$ cat src/rtl/serial_add_sequencer.sv
`default_nettype none
// ============================================================================
//  Module   : serial_add_sequencer
//  Purpose  : Nibble-serial adder/subtractor. Accepts one operand set, adds
//             one 4-bit nibble per clock (LSB first) through a single 4-bit
//             slice, then presents the W-bit result with carry-out and
//             two's-complement overflow until the consumer takes it.
//  Ports    : clk, rst        - clock, synchronous active-high reset
//             in_valid/in_ready   - operand handshake (a, b, c_in, sub)
//             out_valid/out_ready - result handshake (sum, c_out, ovf)
//             busy            - high while nibbles are being processed
//  Revision : 1.0 - initial release
// ============================================================================
module serial_add_sequencer #(
   parameter int NIBBLES = 4
) (
   input  logic                   clk,
   input  logic                   rst,
   input  logic                   in_valid,
   output logic                   in_ready,
   input  logic [4*NIBBLES-1:0]   a,
   input  logic [4*NIBBLES-1:0]   b,
   input  logic                   c_in,
   input  logic                   sub,
   output logic                   out_valid,
   input  logic                   out_ready,
   output logic [4*NIBBLES-1:0]   sum,
   output logic                   c_out,
   output logic                   ovf,
   output logic                   busy
);

   localparam int W     = 4 * NIBBLES;
   localparam int IDX_W = (NIBBLES > 1) ? $clog2(NIBBLES) : 1;
   localparam logic [IDX_W-1:0] C_LAST_IDX = IDX_W'(NIBBLES - 1);

   typedef enum logic [1:0] {
      S_IDLE = 2'd0,
      S_RUN  = 2'd1,
      S_DONE = 2'd2
   } state_t;

   state_t           state_q;
   logic [W-1:0]     a_q;
   logic [W-1:0]     b_q;        // already inverted for subtract
   logic [W-1:0]     sum_q;
   logic [IDX_W-1:0] idx_q;
   logic             carry_q;
   logic             c_out_q;
   logic             ovf_q;
   logic             in_ready_q;
   logic             out_valid_q;
   logic             busy_q;

   // Single shared 4-bit add slice working on the current nibble.
   logic [3:0] w_a_nib;
   logic [3:0] w_b_nib;
   logic [4:0] w_slice;
   logic       w_c_msb;          // carry into the top bit of the slice

   assign w_a_nib = a_q[4*idx_q +: 4];
   assign w_b_nib = b_q[4*idx_q +: 4];
   assign w_slice = {1'b0, w_a_nib} + {1'b0, w_b_nib} + {4'b0000, carry_q};
   // sum bit 3 = a3 ^ b3 ^ cin3, so the carry into bit 3 is recovered by XOR.
   assign w_c_msb = w_a_nib[3] ^ w_b_nib[3] ^ w_slice[3];

   always_ff @(posedge clk) begin
      if (rst) begin
         state_q     <= S_IDLE;
         a_q         <= '0;
         b_q         <= '0;
         sum_q       <= '0;
         idx_q       <= '0;
         carry_q     <= 1'b0;
         c_out_q     <= 1'b0;
         ovf_q       <= 1'b0;
         in_ready_q  <= 1'b1;
         out_valid_q <= 1'b0;
         busy_q      <= 1'b0;
      end else begin
         case (state_q)
            S_IDLE: begin
               if (in_valid) begin
                  // Subtract is A + ~B + 1, so the slice never needs to know.
                  a_q        <= a;
                  b_q        <= b ^ {W{sub}};
                  carry_q    <= sub ? 1'b1 : c_in;
                  idx_q      <= '0;
                  state_q    <= S_RUN;
                  in_ready_q <= 1'b0;
                  busy_q     <= 1'b1;
               end
            end
            S_RUN: begin
               sum_q[4*idx_q +: 4] <= w_slice[3:0];
               carry_q             <= w_slice[4];
               if (idx_q == C_LAST_IDX) begin
                  c_out_q     <= w_slice[4];
                  ovf_q       <= w_c_msb ^ w_slice[4];
                  idx_q       <= '0;
                  state_q     <= S_DONE;
                  busy_q      <= 1'b0;
                  out_valid_q <= 1'b1;
               end else begin
                  idx_q <= idx_q + IDX_W'(1);
               end
            end
            S_DONE: begin
               if (out_ready) begin
                  state_q     <= S_IDLE;
                  out_valid_q <= 1'b0;
                  in_ready_q  <= 1'b1;
               end
            end
            default: begin
               state_q     <= S_IDLE;
               in_ready_q  <= 1'b1;
               out_valid_q <= 1'b0;
               busy_q      <= 1'b0;
            end
         endcase
      end
   end

   assign in_ready  = in_ready_q;
   assign out_valid = out_valid_q;
   assign busy      = busy_q;
   assign sum       = sum_q;
   assign c_out     = c_out_q;
   assign ovf       = ovf_q;

endmodule
`default_nettype wire

$ cat config.mk
export PLATFORM = sky130hd
export DESIGN_NAME = serial_add_sequencer
export DESIGN_NICKNAME = d
export VERILOG_FILES = /design/src/rtl/serial_add_sequencer.sv
export SDC_FILE = /design/constraint.sdc
export NUM_CORES = 1
export LEC_CHECK = 0
export ABC_AREA = 1
export CAP_MARGIN = 20
export CORE_MARGIN = 2
export CORE_UTILIZATION = 46
export CTS_BUF_LIST = sky130_fd_sc_hd__clkbuf_4 sky130_fd_sc_hd__clkbuf_8 sky130_fd_sc_hd__clkbuf_16
export CTS_CLUSTER_SIZE = 20
export DETAILED_ROUTE_END_ITERATION = 8
export GPL_TIMING_DRIVEN = 0
export PLACE_DENSITY = 0.72
export SLEW_MARGIN = 20
export SYNTH_ARGS = -nofsm -noshare
export SYNTH_HDL_FRONTEND = slang
export SYNTH_SLANG_ARGS = --single-unit
$ cat constraint.sdc
create_clock -name clk -period 2.1 [get_ports clk]
set_input_delay 0.315 -clock clk [delete_from_list [all_inputs] [get_ports clk]]
set_output_delay 0.315 -clock clk [all_outputs]
set_load 0.005 [all_outputs]
After elaboration in Yosys (flattened, before gate mapping)
Index checks and enable logic that the tools add are counted.

Bitwise operators: 7. Reduce and logical (&&, ||, !) cells: 9. $add $sub $neg: 4. Multiplexer cells: 20. Eq/ne operators: 6. Shifts and indexed selects: 4.

Operators by type and width (count): $neg 4->34 (1); $shift 4x34->16 const A (1); $shiftx 4x34->16 (1); $shiftx 16x5->4 (2); $bwmux 16 (1); $xor 16x16->16 (1); $reduce_and 3->1 (4); $mux 2 (5); $pmux 1 s3 (3); $mux 1 (8); $ne 2x2->1 const B (3); $pmux 2 s3 (1); $reduce_and 2->1 (3); $add 4x4->5 (1); $add 5x1->5 (1); $eq 2x2->1 const B (2); $pmux 2 s2 (1); $not 1->1 (3); $xor 1x1->1 (3); $add 2x1->2 const B (1); $eq 2x1->1 const B (1); $logic_not 2->1 (1); $pmux 1 s2 (1); $reduce_bool 2->1 (1).

Output and inout port bits: 21. Bits of input ports: 38. Register bits: 58.

Longest topological paths before layout
Gate-level depths: netlist of the first run.

Depth after elaboration: 5. Gate-level depth with buffers: 12. Gate-level depth less buffers: 11.

Worst setup path after synthesis of the first run
OpenSTA, ideal clock, no wires.

Path kind: reg-to-reg. Start point: register idx_q[0]. End point: register sum_q[5], in the netlist sum[5]. Data arrival time: 2.308 ns. Clock period less this slack: 2.373 ns. Cell stages (with the launch flop): 11. Data required time: 2.035 ns. Slack: -0.273 ns. Cells stage by stage: dfxtp_1 > inv_1 > clkbuf_1 > o21ai_0 > o22ai_1 > fa_1 > inv_1 > fa_1 > nor3_1 > a22oi_1 > nor2_1.

Word-level cells in the longest chain between the ends: 5.

Ends and longest elaborated chain: from (decl) (line 47) `logic [IDX_W-1:0] idx_q;`; from (signal assigned) (line 105) `idx_q <= idx_q + IDX_W'(1);`; $shiftx 16x5->4, on equally long branches (line 61, 62); $add 4x4->5 (line 63) `assign w_slice = {1'b0, w_a_nib} + {1'b0, w_b_nib} + {4'b0000, carry_q};`; $add 5x1->5 (line 63); $shiftx 4x34->16 (line 95) `sum_q[4*idx_q +: 4] <= w_slice[3:0];`; $bwmux 16 * (line 95); to (signal, indexed assignment) (line 95); to (decl) (line 46) `logic [W-1:0] sum_q;`.

Every way passes the cells marked *; elsewhere a longest branch is shown, timed or not. A chain may end at the register's enable or synchronous reset.

Final worst setup path of the first run
Start point: register idx_q[0]. End point: register sum_q[14], in the netlist sum[14].

The elaborated chain is that of the path after synthesis.

==> impl_metrics.yaml, run 1 <==
finish:
  fillers: 513
  area_growth_syn_to_layout_pct: 42.0
  drive_gt1_share_pct: 18.8
  diodes: 0
  final_util_pct: 66.8
  final_cell_area_um2: 3910
  nNetsFinal: 480
  final-seq-area_um2: 1170
  multi_input_area_um2: 1530
detailed_routing:
  routed_wl_mm: 6.99
  drt-pass1-iter-count: 4
  drtIter0Drc: 183
  wl_per_cell_um: 13.7
  drc_errors: 0
  vias: 2653
  ant_nets: 0
  via_per_inst: 5.19
worst_setup_path:
  reg2reg_depth: 12
  slowest_delay_ns: 0.39
  critical_path_class: "flip-flop to flip-flop"
  slowest_stage: "dfxtp_4"
  r2r_start: "idx_q[0]$_SDFFE_PP0P_"
  start_kind: "flip-flop"
  required_ns: 2.37
  worstPathCellList: "buf_8 -> buf_8 -> o21ai_4 -> o22ai_4 -> fa_2 -> inv_2 -> fa_2 -> xnor2_4 -> nand2_1 -> nor2_1 -> nand2_1 -> a21oi_2"
  setup.worst_path.end_class: "flip-flop"
  reg2reg_slack_ns: -0.15
  cp.arrival_ns: 2.52
  r2r-end: "sum[14]$_SDFFE_PP0P_"
  cp_max_fo: 6
cts:
  cts_max_path_buffers: 2
  cts_buffers: 9
  clock_sinks: 58
  root_buffer: "clkbuf_8"
  htree_num_levels: 3
  clkTransAtPathRegs_ns: 0.06
  clk_latency_ns: 0.34
  cts_hold_buf: 0
  cts_tree: "yes"
yosys:
  yosysMostFrequentCell: "nor2_1"
  synth_top_family_by_area: "simple AND/OR/NAND/NOR gates"
  synth_xor_area_share_pct: 5.41
  synth_top_area_share_pct: 42.2
  synth.yosys.seq_area_share_pct: 42.2
  ys_ff_latch: 58
  avgSynthCellArea_um2: 7.91
  syn-num-nets: 397
  yosysWarningCount: 0
  synth_top_cell_by_area: "dfxtp_1"
  synth_fa_ha_area_share_pct: 5.55
  async_flop_share_pct: 0
  synthMuxAreaShare_pct: 0
  synth.cell_area_um2: 2750
  syn_inst: 348
  synthFlopType: "dfxtp_1"
  synth_cell_type_count: 32
  synth-compound-area-share_pct: 19.1
  synth_edf_count: 0
  yosys-top-cells-count: "nor2_1 (74), dfxtp_1 (58), nand2_1 (42), o21ai_0 (28)"
  synth.area.top_cells: "dfxtp_1 (42%), nor2_1 (10%), nand2_1 (5.7%), o21ai_0 (5.1%), xnor2_1 (5.1%)"
  yosys.area_share.simple_pct: 20.9
floorplanning:
  fp.coreArea_um2: 5850
  rows: 28
  initial_core_util_pct: 47.0
  die_w_um: 81.3
  floorplan.die_area_um2: 6620
  die_y_um: 81.3
  io_pins: 59
global_route:
  grt_max_degree: 11
  grtUsageTotal_pct: 22.6
  antenna_found_initial: 0
  grt_pass1_wl_mm: 11.4
  grt_overflow: 0
  grt_pass1_vias: 2485
sta:
  worst_slack_ns: -0.146
  post-route-period-util_pct: 107
  max_slew_margin_pct: 61.5
  slew_viol_final: 0
  setup_viol: 13
  layout_min_cycle_time_ns: 2.25
  skew_ns: 0.00809
  rsz0062_at_grt: "true"
  tightest_slew_ns: 0.577
  fmax_mhz: 445
  fin_setup_tns_ns: -0.959
  hold_violations: 0
hold_path:
  hold_path.class: "primary input to flip-flop"
  hold_path_depth: 3
  worstHoldStart: "sub"
  whs_endpoint: "b_q[5]$_SDFFE_PP0P_"
place:
  finalWeightedCongestion: 0.823
  place.detailed.hpwl_mm: 4.71
  post-place-ws_ns: -0.440
  place_area_um2: 3460
  port_buffers: 57
outcome:
  violations: "setup timing"
  status: "finished, violations left"
pwr:
  vdd_drop_max_uv: 425
  power_density_nw_per_um2: 741
  p_leak_nw: 1.52
  power.total_mw: 2.90
flow_run:
  cap_violations: 0
[through the flow]
stage	std cells	hold slack [ns]
detailed placement	480	0.439
global route	511	0.390
finish	511	0.360
global placement	480	0.435
floorplan	348	0.430
CTS	511	0.357
[what timing repair did]
action                                  in CTS  in global routing
pin swaps                                    8                 10
endpoints found under the setup margin      17                 15
gates resized for setup                     16                 21
cloned                                       0                  0
buffers inserted                            15                  0
[worst max-delay path by stage]
stage | startpoint | end | slack, ns
after floorplan | idx_q[0]$_SDFFE_PP0P_ | sum[5]$_SDFFE_PP0P_ | -0.004
after global placement | idx_q[1]$_SDFFE_PP0P_ | sum[14]$_SDFFE_PP0P_ | -0.38
after detailed placement | idx_q[1]$_SDFFE_PP0P_ | sum[14]$_SDFFE_PP0P_ | -0.44
after CTS | idx_q[0]$_SDFFE_PP0P_ | sum[6]$_SDFFE_PP0P_ | -0.13
after global routing | idx_q[0]$_SDFFE_PP0P_ | sum[14]$_SDFFE_PP0P_ | -0.22
final | idx_q[0]$_SDFFE_PP0P_ | sum[14]$_SDFFE_PP0P_ | -0.15
[critical path: cells and delay by family, from the launching register on]
| kind | cells | cell delay [ns] |
|---|---|---|
| AOI/OAI and AO/OA | 3 | 0.40 |
| and+or+nand+nor | 3 | 0.28 |
| DFF | 1 | 0.39 |
| buffers and inverters | 3 | 0.28 |
| adders and majority gates | 2 | 0.64 |
| xor gates and xnor gates | 1 | 0.18 |
[power breakdown]
| group | leakage, nW | switching (mW) | internal, mW |
|---|---|---|---|
| clock network | 0.100 | 0.422 | 0.513 |
| registers | 0.478 | 0.0463 | 1.17 |
| logic | 0.939 | 0.389 | 0.353 |
[cell families after synthesis]
group,count (synthesis)
DFF,58
adders and majority gates,11
AOI/OAI and AO/OA,86
and+or+nand+nor,135
xor gates and xnor gates,17
buffers and inverters,41
[cell usage in the layout, fill, tap and decap left out, drive strengths merged, types with 2 or more instances in the layout]
cell type       n
a211oi         17
a21oi          21
a22oi           4
a32oi           2
buf            26
clkbuf         21
clkdlybuf4s50  57
clkinv          3
dfxtp          58
fa              2
ha              9
inv            22
nand2          43
nand3           7
nand4           3
nor2           77
nor3            4
o21ai          34
o22ai           6
xnor2          16
[per-layer routing]
layer	up-vias	part of all wire (%)	GRT usage (%)
met5	-	0	0
met2	81	50	37.0
met4	0	2.1	10.0
li1	1333	-	-
met3	12	5.2	5.22
met1	1227	43	28.3
[flip-flops by register name (all words and copies together), names as in the netlist]
name       flops
c_out          1
b_q           16
carry_q        1
a_q           16
out_valid      1
ovf            1
in_ready       1
idx_q          2
busy           1
sum           16
state_q        2
[cell type report]
| class | instances | share of cell area, % |
|---|---|---|
| buffer | 19 | 4.26 |
| clock buffer | 13 | 4.26 |
| clock inverter | 3 | 0.384 |
| inverter | 22 | 2.18 |
| multi-input combinational | 249 | 39.1 |
| sequential | 58 | 29.9 |
| tap | 75 | 2.40 |
| timing repair buffer | 72 | 17.5 |
No activity file was read; power rests on OpenSTA's default activity.
==> inputs of run 2 (changes only) <==
CORE_ASPECT_RATIO = 1.2   (was unset)
==> run 2 against run 1 <==
  * The run still ends with setup timing left
  * Non-clock buffer count unchanged
  * Utilization up 1.8 points
  * First-iteration DRC count down 11%
  * Global-route usage up 0.45 points
  * Maximum frequency up 0.75%
  * Clock power down 4.5%
  * Largest cell class unchanged
  * Largest power group unchanged
==> impl_metrics.yaml, run 2 (synthesis results as in run 1) <==
finish:
  final_util_pct: 68.6
  layout_commonest_cell: "nor2_1"
  layout_common_cells: "nor2_1 (70), clkdlybuf4s50_1 (57), dfxtp_1 (56)"
  nNetsFinal: 480
  final_cell_area_um2: 3910
  area_growth_syn_to_layout_pct: 42.2
  diodes: 0
  drive_gt1_share_pct: 19.5
worst_setup_path:
  path_buf_inv: 3
  required_ns: 2.37
  worstPathCellList: "buf_6 -> buf_8 -> o21ai_4 -> o22ai_4 -> fa_2 -> inv_2 -> fa_2 -> xnor2_4 -> nand2_2 -> nor2_4 -> nand2_1 -> a21oi_1"
  start_kind: "flip-flop"
  crit_family: "adder cells"
  cp.arrival_ns: 2.50
  critical_path_class: "flip-flop to flip-flop"
  setup.worst_path.end_class: "flip-flop"
  slowest_delay_ns: 0.38
  slowest_stage: "fa_2"
  cp_max_fo: 5
  crit_top_cell: "fa_2"
floorplanning:
  fp.coreArea_um2: 5710
  die_y_um: 88.7
  io_pins: 59
  floorplan.die_area_um2: 6620
  die_w_um: 74.6
  rows: 30
  initial_core_util_pct: 48.2
sta:
  hold_violations: 0
  post-route-period-util_pct: 106
  max_slew_margin_pct: 60.7
  setup_viol: 10
  fmax_mhz: 449
  skew_ns: 0.00966
  layout_min_cycle_time_ns: 2.23
  hold_ws_ns: 0.352
  slew_viol_final: 0
  rsz0062_at_grt: "true"
  tightest_slew_ns: 0.589
  worst_slack_ns: -0.129
detailed_routing:
  via_per_inst: 5.14
  wl_per_cell_um: 13.5
  drc_errors: 0
  vias: 2651
  drtIter0Drc: 162
  routed_wl_mm: 6.95
  drt-pass1-iter-count: 4
  ant_nets: 0
global_route:
  antenna_found_initial: 0
  grtUsageTotal_pct: 23.1
  grt_max_degree: 13
  grt_pass1_vias: 2585
  grt_overflow: 0
  grt_pass1_wl_mm: 11.6
cts:
  cts_buffers: 9
  root_buffer: "clkbuf_8"
  clk_latency_ns: 0.34
  cts_tree: "yes"
  clock_sinks: 58
  clkTransAtPathRegs_ns: 0.07
  cts_hold_buf: 0
  cts_max_path_buffers: 2
  htree_num_levels: 3
pwr:
  p_leak_nw: 1.51
  vdd_drop_max_uv: 418
  power_density_nw_per_um2: 736
place:
  finalWeightedCongestion: 0.854
  place_area_um2: 3470
  place.detailed.hpwl_mm: 4.73
  port_buffers: 57
  post-place-ws_ns: -0.430
flow_run:
  cap_violations: 0
hold_path:
  hold_path.class: "primary input to flip-flop"
outcome:
  status: "finished, violations left"
  violations: "setup timing"
-- run 2: cell count changes in the layout (fill, tap and decap cells not counted), moves of 2 or more --
cell / change
buf_6: +3
nand2_1: -3
clkbuf_4: -2
clkinv_2: +2
buf_4: -2
nand2_2: +3
-- run 2: layout make-up --
class / count / area [um^2]
fill: 482 / 1790
inverter: 22 / 85.1
timing repair buffer: 72 / 691
clock inverter: 6 / 32.5
buffer: 19 / 153
tap: 80 / 100
clock buffer: 10 / 138
multi-input combinational: 249 / 1540
sequential: 58 / 1170
-- run 2: per-layer routing --
layer	part of all wire, %	global-route usage, %	vias up	wire [um]
met3	4.0	5.35	18	281
met5	0	0	-	0
met2	50	39.8	64	3480
li1	-	-	1331	-
met1	44	27.3	1238	3040
met4	2.3	9.58	0	159
-- run 2: tightest hold or removal path, cell delays in order --
cell,delay (ns)
buf_4,0.15
xnor2_1,0.12
a211oi_1,0.06
-- run 2: final timing paths --
check	end	slack, ns	from	depth (start not counted)
worst max-delay path	sum[6]$_SDFFE_PP0P_	-0.13	idx_q[0]$_SDFFE_PP0P_	12
worst min-delay path	b_q[5]$_SDFFE_PP0P_	0.35	sub	3
worst max register to register	sum[6]$_SDFFE_PP0P_	-0.13	idx_q[0]$_SDFFE_PP0P_	12
worst min register to register	b_q[1]$_SDFFE_PP0P_	0.46	b_q[1]$_SDFFE_PP0P_	2
-- run 2: power breakdown --
group / switching [mW] / internal [mW]
registers: 0.0448 / 1.17
clock network: 0.445 / 0.448
logic: 0.403 / 0.364
-- run 2: repair_timing --
action,4_1_cts,5_1_grt
endpoints found under the setup margin,17,15
pin swaps,9,10
setup buffers,14,2
gates resized for setup,16,26
-- run 2: metrics by stage --
step / setup TNS [ns] / power, mW / cells
final: -0.708 / 2.88 / 516
after global routing: -2.05 / 3.01 / 516
after CTS: -0.691 / 2.81 / 515
after detailed placement: -3.56 / 1.84 / 485
after global placement: -3.02 / 1.83 / 485
after floorplan: -0.00387 / 1.63 / 348
==> inputs of run 3 (changes only) <==
CAP_MARGIN = unset   (was 20)
SLEW_MARGIN = unset   (was 20)
==> results of run 3 <==
Same layout as run 2: the final DEF is identical, and so are final timing and power.
